===== config.mk =====
export PLATFORM = sky130hd
export DESIGN_NAME = apb_cmd_sequencer
export DESIGN_NICKNAME = d
export VERILOG_FILES = /design/src/rtl/apb_cmd_sequencer.sv
export SDC_FILE = /design/constraint.sdc
export NUM_CORES = 1
export LEC_CHECK = 0
export CELL_PAD_IN_SITES_DETAIL_PLACEMENT = 1
export CELL_PAD_IN_SITES_GLOBAL_PLACEMENT = 1
export CORE_ASPECT_RATIO = 1.2
export CORE_UTILIZATION = 48
export CTS_BUF_LIST = sky130_fd_sc_hd__clkbuf_4
export CTS_CLUSTER_SIZE = 28
export DETAILED_ROUTE_END_ITERATION = 10
export MAX_ROUTING_LAYER = met4
export PLACE_DENSITY = 0.9
export SLEW_MARGIN = 10
export SYNTH_ARGS = -nofsm -noshare
export SYNTH_HDL_FRONTEND = slang
export SYNTH_SLANG_ARGS = --single-unit
export TNS_END_PERCENT = 10

===== constraint.sdc =====
create_clock -name pclk -period 7.31 [get_ports pclk]
set_input_delay 1.462 -clock pclk [delete_from_list [all_inputs] [get_ports pclk]]
set_output_delay 1.462 -clock pclk [all_outputs]
set_load 0.01 [all_outputs]

===== src/rtl/apb_cmd_sequencer.sv =====
// apb_cmd_sequencer: queues bus commands in a small FIFO and replays
// them one at a time as SETUP/ACCESS transfers on an APB-style bus.
//
// Ports:
//   pclk, Reset         clock, synchronous active-high reset
//   cmd_valid/ready     command push handshake
//   cmd_write/sel/addr  command fields (sel 1 = GPIO, 2 = UART)
//   cmd_wdata           write payload
//   transfer, penable   bus phase strobes
//   pwrite, Psel        bus direction and slave select
//   write_paddr         address for writes (0 otherwise)
//   apb_read_paddr      address for reads (0 otherwise)
//   write_data          payload for writes (0 otherwise)
//   bus_ready           slave ready during ACCESS
//   apb_read_data_out   read data from the bus
//   rsp_valid/data/err  one-cycle completion report
//   busy                FIFO non-empty or transfer in flight
//
// Build option: define APB_SEQ_TIMEOUT_EN to abort ACCESS phases
// that see TIMEOUT consecutive not-ready cycles.

module apb_cmd_sequencer #(
  parameter int FIFO_DEPTH = 4,
  parameter int TIMEOUT    = 15
) (
  input  logic        pclk,
  input  logic        Reset,
  input  logic        cmd_valid,
  output logic        cmd_ready,
  input  logic        cmd_write,
  input  logic [1:0]  cmd_sel,
  input  logic [4:0]  cmd_addr,
  input  logic [31:0] cmd_wdata,
  output logic        transfer,
  output logic        penable,
  output logic        pwrite,
  output logic [1:0]  Psel,
  output logic [4:0]  write_paddr,
  output logic [4:0]  apb_read_paddr,
  output logic [31:0] write_data,
  input  logic        bus_ready,
  input  logic [31:0] apb_read_data_out,
  output logic        rsp_valid,
  output logic [31:0] rsp_data,
  output logic        rsp_err,
  output logic        busy
);

  localparam int AW = (FIFO_DEPTH > 1) ? $clog2(FIFO_DEPTH) : 1;
  localparam int CW = AW + 1;
  localparam int EW = 40;

  typedef enum logic [1:0] {
    IDLE,
    SETUP,
    ACCESS,
    DONE
  } state_t;

  state_t state_q;
  state_t state_d;

  logic [EW-1:0] mem [FIFO_DEPTH];
  logic [AW-1:0] wr_ptr;
  logic [AW-1:0] rd_ptr;
  logic [CW-1:0] count;

  logic full;
  logic empty;
  logic push;
  logic pop;

  logic [EW-1:0] head;
  logic          head_write;
  logic [1:0]    head_sel;
  logic [4:0]    head_addr;
  logic [31:0]   head_wdata;
  logic          head_ok;

  logic        cur_write;
  logic [1:0]  cur_sel;
  logic [4:0]  cur_addr;
  logic [31:0] cur_wdata;

  logic [31:0] rsp_data_q;
  logic        err_q;
  logic        tmo_hit;

  // Ready comes from the registered count only, so a same-cycle
  // pop never makes room for a push.
  assign full      = (count == CW'(FIFO_DEPTH));
  assign empty     = (count == '0);
  assign cmd_ready = !full && !Reset;
  assign push      = cmd_valid && cmd_ready;
  assign pop       = (state_q == IDLE) && !empty && !Reset;

  function automatic logic [AW-1:0] ptr_inc(
    input logic [AW-1:0] p
  );
    if (p == AW'(FIFO_DEPTH - 1)) return '0;
    return p + AW'(1);
  endfunction

  always_ff @(posedge pclk) begin
    if (push) begin
      mem[wr_ptr] <= {cmd_write, cmd_sel,
                      cmd_addr, cmd_wdata};
    end
  end

  always_ff @(posedge pclk) begin
    if (Reset) begin
      wr_ptr <= '0;
      rd_ptr <= '0;
      count  <= '0;
    end else begin
      if (push) wr_ptr <= ptr_inc(wr_ptr);
      if (pop)  rd_ptr <= ptr_inc(rd_ptr);
      unique case ({push, pop})
        2'b10:   count <= count + CW'(1);
        2'b01:   count <= count - CW'(1);
        default: count <= count;
      endcase
    end
  end

  assign head       = mem[rd_ptr];
  assign head_write = head[39];
  assign head_sel   = head[38:37];
  assign head_addr  = head[36:32];
  assign head_wdata = head[31:0];
  assign head_ok    = (head_sel == 2'd1) ||
                      (head_sel == 2'd2);

`ifdef APB_SEQ_TIMEOUT_EN
  logic [3:0] tmo_q;

  // Fires on the not-ready ACCESS cycle that would bring the
  // count to TIMEOUT.
  assign tmo_hit = (state_q == ACCESS) && !bus_ready &&
                   (tmo_q == 4'(TIMEOUT - 1));

  always_ff @(posedge pclk) begin
    if (Reset) begin
      tmo_q <= '0;
    end else if (state_q == SETUP) begin
      tmo_q <= '0;
    end else if (state_q == ACCESS && !bus_ready) begin
      tmo_q <= tmo_q + 4'd1;
    end
  end
`else
  assign tmo_hit = 1'b0;
`endif

  always_ff @(posedge pclk) begin
    if (Reset) begin
      state_q <= IDLE;
    end else begin
      state_q <= state_d;
    end
  end

  // Invalid selects skip the bus and go straight to DONE.
  always_comb begin
    state_d = state_q;
    unique case (state_q)
      IDLE: begin
        if (pop) state_d = head_ok ? SETUP : DONE;
      end
      SETUP: state_d = ACCESS;
      ACCESS: begin
        if (bus_ready || tmo_hit) state_d = DONE;
      end
      DONE: state_d = IDLE;
      default: state_d = IDLE;
    endcase
  end

  // Command fields are latched at pop so the bus stays stable
  // from SETUP through the final ACCESS cycle.
  always_ff @(posedge pclk) begin
    if (Reset) begin
      cur_write  <= 1'b0;
      cur_sel    <= '0;
      cur_addr   <= '0;
      cur_wdata  <= '0;
      rsp_data_q <= '0;
      err_q      <= 1'b0;
    end else begin
      if (pop) begin
        cur_write <= head_write;
        cur_sel   <= head_sel;
        cur_addr  <= head_addr;
        cur_wdata <= head_wdata;
        err_q     <= !head_ok;
        if (!head_ok) rsp_data_q <= '0;
      end
      if (state_q == ACCESS) begin
        if (bus_ready) begin
          rsp_data_q <= cur_write ? '0 : apb_read_data_out;
        end else if (tmo_hit) begin
          rsp_data_q <= '0;
          err_q      <= 1'b1;
        end
      end
    end
  end

  always_comb begin
    transfer       = 1'b0;
    penable        = 1'b0;
    pwrite         = 1'b0;
    Psel           = '0;
    write_paddr    = '0;
    apb_read_paddr = '0;
    write_data     = '0;
    rsp_valid      = 1'b0;
    rsp_err        = 1'b0;
    if (!Reset) begin
      unique case (state_q)
        SETUP, ACCESS: begin
          transfer = 1'b1;
          penable  = (state_q == ACCESS);
          pwrite   = cur_write;
          Psel     = cur_sel;
          if (cur_write) begin
            write_paddr = cur_addr;
            write_data  = cur_wdata;
          end else begin
            apb_read_paddr = cur_addr;
          end
        end
        DONE: begin
          rsp_valid = 1'b1;
          rsp_err   = err_q;
        end
        default: begin
        end
      endcase
    end
  end

  assign rsp_data = Reset ? '0 : rsp_data_q;
  assign busy     = !Reset &&
                    (!empty || state_q != IDLE);

endmodule


==> results.md <==
Outcome:
- The flow ran to the end, and the final reports show no timing, DRC or antenna violations.

Yosys:
- The average instance in the mapped netlist occupies 13.59 um2.
- The synthesized netlist contains 30 unique library cells.
- The area share of the largest cell type after synthesis is 50.87%.
- By area the synthesized netlist is led by sky130_fd_sc_hd__edfxtp_1 (51%), sky130_fd_sc_hd__dfxtp_1 (18%), sky130_fd_sc_hd__mux4_2 (9.5%).
- The synthesized area is 9445 um2.
- The number of nets handed over by synthesis was 782.
- The warning count from the yosys run is 0.
- The leading area contributor after synthesis is sky130_fd_sc_hd__edfxtp_1.
- The cell count after synthesis is between 600 and 700.
- The number of synthesized register bits is ~240.
- The part of the Yosys area used for sequential elements is 68.67%.

Die:
- The die is 130.1 um wide.
- The core area is 19060 um2.
- From bottom edge to top edge, the die measures roughly 160 um.
- The initial utilization of the core area, before any placement, comes to 49.55%.
- The initialized floorplan defines 55 standard-cell rows.
- Pin placement for this block handled 159 I/O pins.
- The die covers 20250 um2.

Worst setup path:
- On the worst path, the slowest cell contributes a delay of 0.83 ns.
- On the critical path the largest part of the delay comes from simple AND/OR/NAND/NOR gates.
- The signal on the critical path passes through buf_4 -> nor2_4 -> and3_1 -> clkdlybuf4s50_1.
- The largest fanout on the critical path is 41.
- The combined buffer and inverter count along the critical path is 2.
- STA classifies the critical path endpoint as an output port.
- On the critical path, the stage with the largest delay is an instance of sky130_fd_sc_hd__nor2_4.
- Data on the critical path arrives at its endpoint at 3.40 ns.
- The critical path required time is 5.85 ns.
- The startpoint of the worst setup timing path is Reset.
- The startpoint kind of the worst setup timing path is an input port.
- The critical path class is in2out.

Drt:
- The detail route stage leaves a number of antenna-violating nets equal to 0.
- Detailed routing inserted a total of 6381 vias.
- The uppermost layer routed is met4.
- For this block, wires on met1 add up to 9670 um.
- Wire segments on met3 add up to between 1500 and 2000 um in the final route.
- For this run, the detailed router's first-pass iteration total came to 4.
- The count of unresolved DRC violations after routing is 0.
- Dividing the detail-routed via count by the number of cells gives 5.394.
- The overall routed net length is 25880 um.
- After detailed routing, the average wire length per cell comes to 21.87 um.
- The detailed route wirelength on metal2 is 13860 um.
- The first routing iteration left 359 violations.

Placed design:
- Routability-driven placement finished with a final weighted congestion of 0.7741.
- The post-detailed-placement cell area is 11230 um2.
- The number of placed instances, taps included, is 1069.
- The count of input and output buffers is 158.
- The placed wire-length estimate is around 16000 um.
- Prior to clock tree synthesis, the placed netlist has a worst setup slack of approximately 2.5 ns.

Finish:
- The number of fill cells is 1877.
- The finished layout holds 1183 standard cells, fillers aside.
- Once layout is done, the placed cells without fillers occupy ~12000 um2.
- The synthesis-to-layout area growth is 27.59%.
- After the last flow step, the layout net total stands at 962.
- In the final layout, the share of cells above drive strength 1 is approximately 17%.

GRT:
- In the global route stage, overall resource usage came out at 27.02%.
- The via count of the first global-routing pass is 7260.
- The global-route congestion overflow total is 0.
- Entering global routing, the biggest net connects 69 pins.
- The first global-routing pass estimated 39310 um of wire.
- The number of antenna violations at the first check in global routing is 4.

Timing:
- Setup violations remaining at the end of the flow were counted as 0.
- The transition time of the tightest slew-check pin is 1.167 ns.
- The final period demand of the worst path is between 4 and 5 ns.
- Setup repair after global routing left no endpoint under its margin.
- The slack of the critical path is 2.448 ns.
- The final number of max-transition violations is 0.
- For this run, the top clock speed supported by timing is between 200 and 250 MHz.
- The worst-case headroom to the max-slew limit is between 20% and 30%.
- After layout, the worst path uses roughly 67% of the clock period.
- The maximum clock skew at final layout is 0.07213 ns.
- The number of endpoints with negative hold slack in the final report is 0.
- The setup total negative slack is 0 ns.

CTS:
- The clock net in this run drives a total of 244 sinks.
- The clock passes through at most 3 buffers.
- The library cell used as clock root buffer is sky130_fd_sc_hd__clkbuf_4.
- The hold buffer count at cts is 0.
- The H-tree was split into 2 levels.
- Clock-pin slew was measured on the worst setup and hold paths at 0.06 ns.
- TritonCTS built the clock tree.
- The count of cells resized by post-cts repair is 0.
- Counting the buffers created by CTS gives 60.
- After clock tree synthesis, the setup repair step added 0 buffers.
- The clock reaches the later pin of the worst-skew pair after between 0.7 and 0.8 ns.

Pwr:
- In this run the power density over the cells is 321.2 nW/um2.
- The worst voltage drop across the vdd grid is around 0.00019 V.
- The post-layout total power is 3.871 mW.
- In this run the static leakage power is between 4 and 5 nW.

Worst hold path:
- The min-delay analysis places its worst path in the category reg2reg.
- The origin of the worst min-delay path is cur_wdata[0].

Run:
- The reported max-cap violation count is 0.
## power by group
part | internal [mW] | total, mW | switching [mW] | leakage [nW]
registers | 1.64 | 1.76 | 0.120 | 2.14
logic | 0.330 | 0.907 | 0.577 | 1.56
clock network | 0.628 | 1.20 | 0.575 | 0.483
total | 2.60 | 3.87 | 1.27 | 4.18
## per-stage QoR
stage,util [%],hold WS [ns]
global placement,58.90,0.4476
finish,63.22,0.4620
CTS,63.18,0.4676
global route,63.22,0.4959
floorplan,-,0.4317
detailed placement,58.90,0.4531
## final timing paths
path | end | slack [ns] | cells after the start
worst max-delay path | write_data[11] | 2.45 | 4
worst min-delay path | cur_wdata[0] | 0.46 | 2
worst max register to register | rsp_data_q[16] | 4.00 | 5
worst min register to register | cur_wdata[0] | 0.46 | 2
## per-layer routing
metal / vias up / GRT usage [%]
met5: - / -
met4: 0 / 13.18
met3: 54 / 5.556
met2: 266 / 47.39
met1: 3166 / 28.71
li1: 2895 / -
## synth_stat cells
library cell and count:
sky130_fd_sc_hd__and3_1 37, sky130_fd_sc_hd__mux2_4 1, sky130_fd_sc_hd__nor3b_1 1, sky130_fd_sc_hd__buf_1 9, sky130_fd_sc_hd__o31ai_1 3, sky130_fd_sc_hd__nor2b_1 35, sky130_fd_sc_hd__nor2_2 1, sky130_fd_sc_hd__or3_1 1
sky130_fd_sc_hd__buf_2 7, sky130_fd_sc_hd__o21ai_0 33, sky130_fd_sc_hd__nor3_1 3, sky130_fd_sc_hd__mux4_2 40, sky130_fd_sc_hd__fa_1 1, sky130_fd_sc_hd__a21oi_1 46, sky130_fd_sc_hd__ha_1 10, sky130_fd_sc_hd__nand2_1 150
sky130_fd_sc_hd__inv_1 11, sky130_fd_sc_hd__clkbuf_1 24, sky130_fd_sc_hd__clkbuf_2 3, sky130_fd_sc_hd__a211oi_1 2, sky130_fd_sc_hd__a211oi_2 1, sky130_fd_sc_hd__xor2_1 3, sky130_fd_sc_hd__o21ai_1 1, sky130_fd_sc_hd__dfxtp_1 84
sky130_fd_sc_hd__o31a_1 1, sky130_fd_sc_hd__a221oi_1 1, sky130_fd_sc_hd__and2_1 14, sky130_fd_sc_hd__edfxtp_1 160, sky130_fd_sc_hd__buf_4 2, sky130_fd_sc_hd__nor2_1 10
## cell families after synthesis
family	Yosys count	share of synthesized area [%]
AND/OR/NAND/NOR	252	12.43
flip-flops	244	68.67
AO/OA/AOI/OAI	88	4.954
buffers and inverters	56	2.437
multiplexers	41	9.697
adder cells (fa/ha/maj)	11	1.537
XOR/XNOR	3	0.2782
## cell type report
cell class,count,area (um2),share of cell area (%)
clock inverters,23,155.1,1.287
inverters,11,41.29,0.3426
diodes,3,7.507,0.06229
clock buffers,88,660.6,5.482
multi-input cells,395,2761,22.91
repair buffers,163,1617,13.41
flip-flops and latches,244,6489,53.84
well taps,256,320.3,2.658
## registers in the layout (all words and copies together), names as in the netlist, named ones only
signal and count:
count 3, cur_addr 5, cur_sel 2, cur_wdata 32, cur_write 1, err_q 1
mem 160, rd_ptr 2, rsp_data_q 32, state_q 2, wr_ptr 2
## worst register-to-register path: stages, from the launching register on
cell                      delay (ns)
sky130_fd_sc_hd__dfxtp_2        0.50
sky130_fd_sc_hd__buf_4          0.61
sky130_fd_sc_hd__mux4_2         0.64
sky130_fd_sc_hd__xor2_1         0.23
sky130_fd_sc_hd__nor2_2         0.85
sky130_fd_sc_hd__o21ai_0        0.28
## cell usage in the layout, fill, tap and decap left out, drive strengths merged, types with 34 or more instances in the layout
master	instances
clkbuf	88
clkdlybuf4s50	157
a21oi	46
mux4	40
edfxtp	160
and3	37
nand2	150
nor2b	35
dfxtp	84
o21ai	34
Power figures use the tool's default switching activity.
